<file path="src/rtl/alu_seq_if.sv">
// Operand/result bundle between the issuing controller, the ALU and the result consumer.
// The master side issues operations and consumes results; the slave side is the ALU.
// Both channels use valid/ready flow control.
interface alu_seq_if #(
  parameter int WIDTH = 8
);
  logic             in_valid_i;
  logic             in_ready_o;
  logic [WIDTH-1:0] a_i;
  logic [WIDTH-1:0] b_i;
  logic [3:0]       op_i;
  logic             out_valid_o;
  logic             out_ready_i;
  logic [WIDTH-1:0] alu_o;
  logic             carry_o;
  logic             ovf_o;
  logic             zero_o;
  logic             neg_o;
  logic             err_o;

  modport master (
    output in_valid_i, a_i, b_i, op_i, out_ready_i,
    input  in_ready_o, out_valid_o, alu_o, carry_o, ovf_o, zero_o, neg_o, err_o
  );

  modport slave (
    input  in_valid_i, a_i, b_i, op_i, out_ready_i,
    output in_ready_o, out_valid_o, alu_o, carry_o, ovf_o, zero_o, neg_o, err_o
  );
endinterface

</file>
<file path="src/rtl/alu_seq.sv">
// Handshaked ALU with registered result and an iterative shift-add multiplier.
// Latency: 1 cycle for non-MUL ops, WIDTH cycles for MUL (result valid after edge N+WIDTH).
// Backpressure: a held result stalls intake (in_ready low) until consumed; in_ready is low while multiplying.
module alu_seq #(
  parameter int WIDTH = 8,
  parameter int SHW   = $clog2(WIDTH)
) (
  input logic       clk_i,
  input logic       rst_ni,
  alu_seq_if.slave  bus
);

  localparam logic [3:0] OP_ADD = 4'd0;
  localparam logic [3:0] OP_SUB = 4'd1;
  localparam logic [3:0] OP_SLL = 4'd2;
  localparam logic [3:0] OP_SRL = 4'd3;
  localparam logic [3:0] OP_AND = 4'd4;
  localparam logic [3:0] OP_OR  = 4'd5;
  localparam logic [3:0] OP_XOR = 4'd6;
  localparam logic [3:0] OP_EQL = 4'd7;
  localparam logic [3:0] OP_SRA = 4'd8;
  localparam logic [3:0] OP_LTU = 4'd9;
  localparam logic [3:0] OP_LT  = 4'd10;
  localparam logic [3:0] OP_MUL = 4'd11;

  localparam logic [SHW-1:0] CNT_LAST = SHW'(WIDTH - 1);

  typedef enum logic [1:0] {
    S_IDLE,
    S_BUSY,
    S_DONE
  } state_e;

  state_e state_q, state_d;

  // Result and flag registers
  logic [WIDTH-1:0] res_q;
  logic             carry_q, ovf_q, zero_q, neg_q, err_q;

  // Multiplier working registers
  logic [2*WIDTH-1:0] mcand_q;
  logic [WIDTH-1:0]   mplier_q;
  logic [2*WIDTH-1:0] acc_q;
  logic [SHW-1:0]     cnt_q;
  logic [2*WIDTH-1:0] acc_sum;

  // Combinational single-cycle result
  logic [WIDTH:0]   sum, diff;
  logic [SHW-1:0]   sh;
  logic [WIDTH-1:0] res_d;
  logic             carry_d, ovf_d, err_d;

  // FSM controls
  logic in_ready, accept, load_res, start_mul, mul_done;

  assign in_ready = rst_ni & ((state_q == S_IDLE) | ((state_q == S_DONE) & bus.out_ready_i));
  assign accept   = bus.in_valid_i & in_ready;

  assign sum  = {1'b0, bus.a_i} + {1'b0, bus.b_i};
  assign diff = {1'b0, bus.a_i} - {1'b0, bus.b_i};
  assign sh   = bus.b_i[SHW-1:0];

  // One partial product per cycle: add the shifted multiplicand when the current multiplier bit is set
  assign acc_sum = acc_q + (mplier_q[0] ? mcand_q : '0);

  // Opcode decode and single-cycle datapath; reserved opcodes yield 0 with err set
  always_comb begin
    res_d   = '0;
    carry_d = 1'b0;
    ovf_d   = 1'b0;
    err_d   = 1'b0;
    case (bus.op_i)
      OP_ADD: begin
        res_d   = sum[WIDTH-1:0];
        carry_d = sum[WIDTH];
        ovf_d   = (bus.a_i[WIDTH-1] == bus.b_i[WIDTH-1]) && (sum[WIDTH-1] != bus.a_i[WIDTH-1]);
      end
      OP_SUB: begin
        res_d   = diff[WIDTH-1:0];
        carry_d = diff[WIDTH];
        ovf_d   = (bus.a_i[WIDTH-1] != bus.b_i[WIDTH-1]) && (diff[WIDTH-1] != bus.a_i[WIDTH-1]);
      end
      OP_SLL: res_d = bus.a_i << sh;
      OP_SRL: res_d = bus.a_i >> sh;
      OP_AND: res_d = bus.a_i & bus.b_i;
      OP_OR:  res_d = bus.a_i | bus.b_i;
      OP_XOR: res_d = bus.a_i ^ bus.b_i;
      OP_EQL: res_d = {{(WIDTH-1){1'b0}}, bus.a_i == bus.b_i};
      OP_SRA: res_d = $signed(bus.a_i) >>> sh;
      OP_LTU: res_d = {{(WIDTH-1){1'b0}}, bus.a_i < bus.b_i};
      OP_LT:  res_d = {{(WIDTH-1){1'b0}}, $signed(bus.a_i) < $signed(bus.b_i)};
      OP_MUL: res_d = '0;
      default: err_d = 1'b1;
    endcase
  end

  // State register
  always_ff @(posedge clk_i) begin
    if (!rst_ni) state_q <= S_IDLE;
    else         state_q <= state_d;
  end

  // Next-state and datapath control
  always_comb begin
    state_d   = state_q;
    load_res  = 1'b0;
    start_mul = 1'b0;
    mul_done  = 1'b0;
    case (state_q)
      S_IDLE, S_DONE: begin
        if (accept) begin
          if (bus.op_i == OP_MUL) begin
            start_mul = 1'b1;
            state_d   = S_BUSY;
          end else begin
            load_res = 1'b1;
            state_d  = S_DONE;
          end
        end else if ((state_q == S_DONE) && bus.out_ready_i) begin
          state_d = S_IDLE;
        end
      end
      S_BUSY: begin
        if (cnt_q == CNT_LAST) begin
          mul_done = 1'b1;
          state_d  = S_DONE;
        end
      end
      default: state_d = S_IDLE;
    endcase
  end

  // Result registers and multiplier iteration; reset discards any operation in flight
  always_ff @(posedge clk_i) begin
    if (!rst_ni) begin
      res_q    <= '0;
      carry_q  <= 1'b0;
      ovf_q    <= 1'b0;
      zero_q   <= 1'b0;
      neg_q    <= 1'b0;
      err_q    <= 1'b0;
      mcand_q  <= '0;
      mplier_q <= '0;
      acc_q    <= '0;
      cnt_q    <= '0;
    end else begin
      if (load_res) begin
        res_q   <= res_d;
        carry_q <= carry_d;
        ovf_q   <= ovf_d;
        zero_q  <= (res_d == '0);
        neg_q   <= res_d[WIDTH-1];
        err_q   <= err_d;
      end
      if (start_mul) begin
        mcand_q  <= {{WIDTH{1'b0}}, bus.a_i};
        mplier_q <= bus.b_i;
        acc_q    <= '0;
        cnt_q    <= '0;
      end else if (state_q == S_BUSY) begin
        acc_q    <= acc_sum;
        mcand_q  <= mcand_q << 1;
        mplier_q <= mplier_q >> 1;
        cnt_q    <= cnt_q + 1'b1;
      end
      if (mul_done) begin
        res_q   <= acc_sum[WIDTH-1:0];
        carry_q <= |acc_sum[2*WIDTH-1:WIDTH];
        ovf_q   <= 1'b0;
        zero_q  <= (acc_sum[WIDTH-1:0] == '0);
        neg_q   <= acc_sum[WIDTH-1];
        err_q   <= 1'b0;
      end
    end
  end

  assign bus.in_ready_o  = in_ready;
  assign bus.out_valid_o = (state_q == S_DONE);
  assign bus.alu_o       = res_q;
  assign bus.carry_o     = carry_q;
  assign bus.ovf_o       = ovf_q;
  assign bus.zero_o      = zero_q;
  assign bus.neg_o       = neg_q;
  assign bus.err_o       = err_q;

endmodule
</file>
<file path="src/flat_wrapper.sv">
// flat-port wrapper written by rule: the top's interface ports become plain ports
module alu_seq_flat 
#(
  parameter int WIDTH = 8,
  parameter int SHW   = $clog2(WIDTH)
)
  (clk_i, rst_ni, bus_in_valid_i, bus_a_i, bus_b_i, bus_op_i, bus_out_ready_i, bus_in_ready_o, bus_out_valid_o, bus_alu_o, bus_carry_o, bus_ovf_o, bus_zero_o, bus_neg_o, bus_err_o);
  alu_seq_if #(.WIDTH(WIDTH)) bus_i ();
  input logic clk_i;
  input logic rst_ni;
  input wire logic [$bits(bus_i.in_valid_i)-1:0] bus_in_valid_i;
  input wire logic [$bits(bus_i.a_i)-1:0] bus_a_i;
  input wire logic [$bits(bus_i.b_i)-1:0] bus_b_i;
  input wire logic [$bits(bus_i.op_i)-1:0] bus_op_i;
  input wire logic [$bits(bus_i.out_ready_i)-1:0] bus_out_ready_i;
  output wire logic [$bits(bus_i.in_ready_o)-1:0] bus_in_ready_o;
  output wire logic [$bits(bus_i.out_valid_o)-1:0] bus_out_valid_o;
  output wire logic [$bits(bus_i.alu_o)-1:0] bus_alu_o;
  output wire logic [$bits(bus_i.carry_o)-1:0] bus_carry_o;
  output wire logic [$bits(bus_i.ovf_o)-1:0] bus_ovf_o;
  output wire logic [$bits(bus_i.zero_o)-1:0] bus_zero_o;
  output wire logic [$bits(bus_i.neg_o)-1:0] bus_neg_o;
  output wire logic [$bits(bus_i.err_o)-1:0] bus_err_o;
  assign bus_i.in_valid_i = bus_in_valid_i;
  assign bus_i.a_i = bus_a_i;
  assign bus_i.b_i = bus_b_i;
  assign bus_i.op_i = bus_op_i;
  assign bus_i.out_ready_i = bus_out_ready_i;
  assign bus_in_ready_o = bus_i.in_ready_o;
  assign bus_out_valid_o = bus_i.out_valid_o;
  assign bus_alu_o = bus_i.alu_o;
  assign bus_carry_o = bus_i.carry_o;
  assign bus_ovf_o = bus_i.ovf_o;
  assign bus_zero_o = bus_i.zero_o;
  assign bus_neg_o = bus_i.neg_o;
  assign bus_err_o = bus_i.err_o;
  alu_seq #(.WIDTH(WIDTH), .SHW(SHW)) u_core (.clk_i(clk_i), .rst_ni(rst_ni), .bus(bus_i));
endmodule
</file>
<file path="config.mk">
export PLATFORM = sky130hd
export DESIGN_NAME = alu_seq_flat
export DESIGN_NICKNAME = d
export VERILOG_FILES = /design/src/rtl/alu_seq_if.sv /design/src/rtl/alu_seq.sv /design/src/flat_wrapper.sv
export SDC_FILE = /design/constraint.sdc
export NUM_CORES = 1
export LEC_CHECK = 0
export BUFFER_PORTS_ARGS = -buffer_cell sky130_fd_sc_hd__buf_2
export CAP_MARGIN = 20
export CORE_ASPECT_RATIO = 0.7
export CORE_MARGIN = 5
export CORE_UTILIZATION = 25
export DETAILED_ROUTE_END_ITERATION = 8
export PLACE_DENSITY = 0.39
export SYNTH_ARGS = -nofsm -noshare
export SYNTH_HDL_FRONTEND = slang
export SYNTH_SLANG_ARGS = --single-unit
</file>
<file path="constraint.sdc">
create_clock -name clk_i -period 7.05 [get_ports clk_i]
set_input_delay 0.705 -clock clk_i [delete_from_list [all_inputs] [get_ports clk_i]]
set_output_delay 0.705 -clock clk_i [all_outputs]
set_load 0.02 [all_outputs]
</file>
==> results.tsv <==
metric	value	unit
hold_viol	0	
ys_types	73	
max_slew_margin	31.1	%
synth_common_cells	nand2_1, nor2_1, a21oi_1, dfxtp_1, ha_1	
layout.nets	779	
crit_type	in -> reg	
numPortBuffers	38	
numCtsBuffers	9	
die_area	23700	um2
place_area	5570	um2
status	completed	
die_x	182	um
drive_gt1_share	11.9	%
r2r_cells	12	
boundaryPins	39	
drtIter0Drc	441	
critical-path-top-delay-family	compound AO/OA/AOI/OAI gates	
cts_root_buf	clkbuf_16	
crit_fanout	22	
antenna_found_initial	0	
synth_edf_count	0	
ctsResizeCount	0	
pre_cts_slack	3.15	ns
start_util	25.2	%
setup_ws	3.39	ns
finalCritPeriodShare	51.9	%
cp_slowest_cell	a2111oi_0	
critPathRequiredTime	7.32	ns
vias	5332	
finalInstanceArea	5910	um2
start_kind	input pin	
yosysMostFrequentCell	nand2_1	
post-synth-top-area-fraction	22.1	%
final.setup.tns	0	ns
antenna_left	0	
irDropWorstVdd	0.0987	mV
synthesis.area	5170	um2
drt_first_pass_iters	5	
setup_viol	0	
cts_tree	done	
cts-hold-fix-buffers	0	
grt_pass1_wl	30200	um
wl_per_cell	19.5	um
path_clk_slew	0.06	ns
htree_levels	3	
endpoint_kind	register	
cp.depth	11	
syn-num-nets	764	
cap_violations	0	
cellPowerDensity	172	nW/um2
cp_data_arrival_time	3.93	ns
ys_ff_latch	57	
track_usage	16.3	%
p_leak	0.00238	uW
postCtsSetupBuffers	0	
ys_warn_count	0	
tightest_slew	1.01	ns
post-route-drc-count	0	
grt_pass1_vias	4970	
row_count	44	
clk_latency	0.33	ns
fin_crit	3.66	ns
cp.buffers_inverters	2	
coreArea	20500	um2
cts_sinks	57	
max_stage_delay	0.86	ns
hold_slack	0.454	ns
synth_top_cell_by_area	dfxtp_1	
routabilityCongestion	0.911	
rsz0062_at_grt	false	
syn2layout_area_growth	14.2	%
totalWireLength	19400	um
crit_chain	buf_2 > inv_1 > ha_1 > nand2_1 > o21ai_0 > a22oi_1 > nor2_1 > a2111oi_0 > o311ai_0 > nor4_1 > a32o_1	
fp.dieH	130	um
slew_viol_final	0	
p_total	1020	uW
synth_cells	695	
place_hpwl	14800	um
whs_path_depth	2	
grt_max_degree	45	
clock-skew-final	0.00989	ns
fmaxAchievable	273	MHz
grt.overflow.total	0	
synth.avg_cell_area	7.44	um2
hold_path.class	reg -> reg	
synthTopCellsByArea	dfxtp_1, ha_1, nand2_1, a21oi_1, nor2_1	
cts_buffer_depth	2	
via_per_inst	5.38	
ys_async_sr_fraction	0	%
yosys_most_used_dff	dfxtp_1	
yosysSeqAreaShare	22.1	%
## sequential cells by signal (all words and copies together) (netlist names)
name / cells
u_core.bus.zero_o: 1
u_core.acc_q: 16
u_core.cnt_q: 3
u_core.bus.carry_o: 1
u_core.bus.alu_o: 8
u_core.bus.err_o: 1
u_core.mcand_q: 16
u_core.bus.ovf_o: 1
u_core.mplier_q: 8
u_core.state_q: 2
## area by class of cell
class	count	area, um2
antenna	1	2.50
clock buffer	11	253
clock inverter	5	77.6
fill	2251	14600
inverter	31	116
multi-input combinational	565	3720
sequential	57	1140
tap	276	345
timing repair buffer	46	250
## tightest hold or removal path: cells and delay by family (launching register included)
kind	cells	cell delay, ns
flip-flops	1	0.30
AND/OR/NAND/NOR	1	0.05
AO/OA/AOI/OAI	1	0.05
## report_power, final
part	total (uW)	internal [uW]	switching, uW
clock	479	327	152
sequential	332	328	4.53
combinational	205	69.4	136
total	1020	724	292
## layer usage
layer  GRT usage, %  part of all wire [%]  up-vias
met5              0                     0        -
met1           25.9                    53     2578
met4           3.22                   1.5        0
li1               -                     -     2527
met3           4.71                   8.4       27
met2           21.2                    37      200
## stage by stage
step	std cells	utilization [%]
after detailed placement	975	27.1
final	992	28.8
after global routing	991	28.7
after floorplan	695	-
after CTS	991	28.7
after global placement	975	27.1
## final timing paths
path,to,from,slack [ns]
max reg2reg,u_core.bus.carry_o,u_core.mplier_q[0],3.64
min reg2reg,u_core.bus.ovf_o,u_core.bus.ovf_o,0.45
max,u_core.bus.zero_o,bus_b_i[0],3.39
min,u_core.bus.ovf_o,u_core.bus.ovf_o,0.45
## placed cells by master, fill, tap and decap left out, types with 8 or more instances in the layout
cell type,netlist,final
a21boi_0,9,9
a21oi_1,61,61
nor3_1,17,17
buf_4,1,8
inv_1,30,30
mux4_2,8,8
buf_2,6,38
nand2b_1,13,13
a211oi_1,16,16
a22oi_1,8,8
ha_1,42,42
nor2_1,67,67
nand3_1,28,28
xnor2_1,12,12
o21ai_0,31,31
clkbuf_16,0,9
o21a_1,8,8
nor2b_1,11,10
and2_1,17,17
o211a_1,10,10
nand2_1,104,104
dfxtp_1,57,57
## kinds of logic after synthesis
group / after synthesis / synth area share [%]
AO/OA/AOI/OAI: 201 / 26.2
adder cells (fa/ha/maj): 45 / 11.3
buffers and inverters: 73 / 6.27
AND/OR/NAND/NOR: 286 / 26.1
multiplexers: 17 / 5.30
flip-flops: 57 / 22.1
XOR/XNOR: 16 / 2.71
Note: power is estimated with default switching activity, not from simulation.
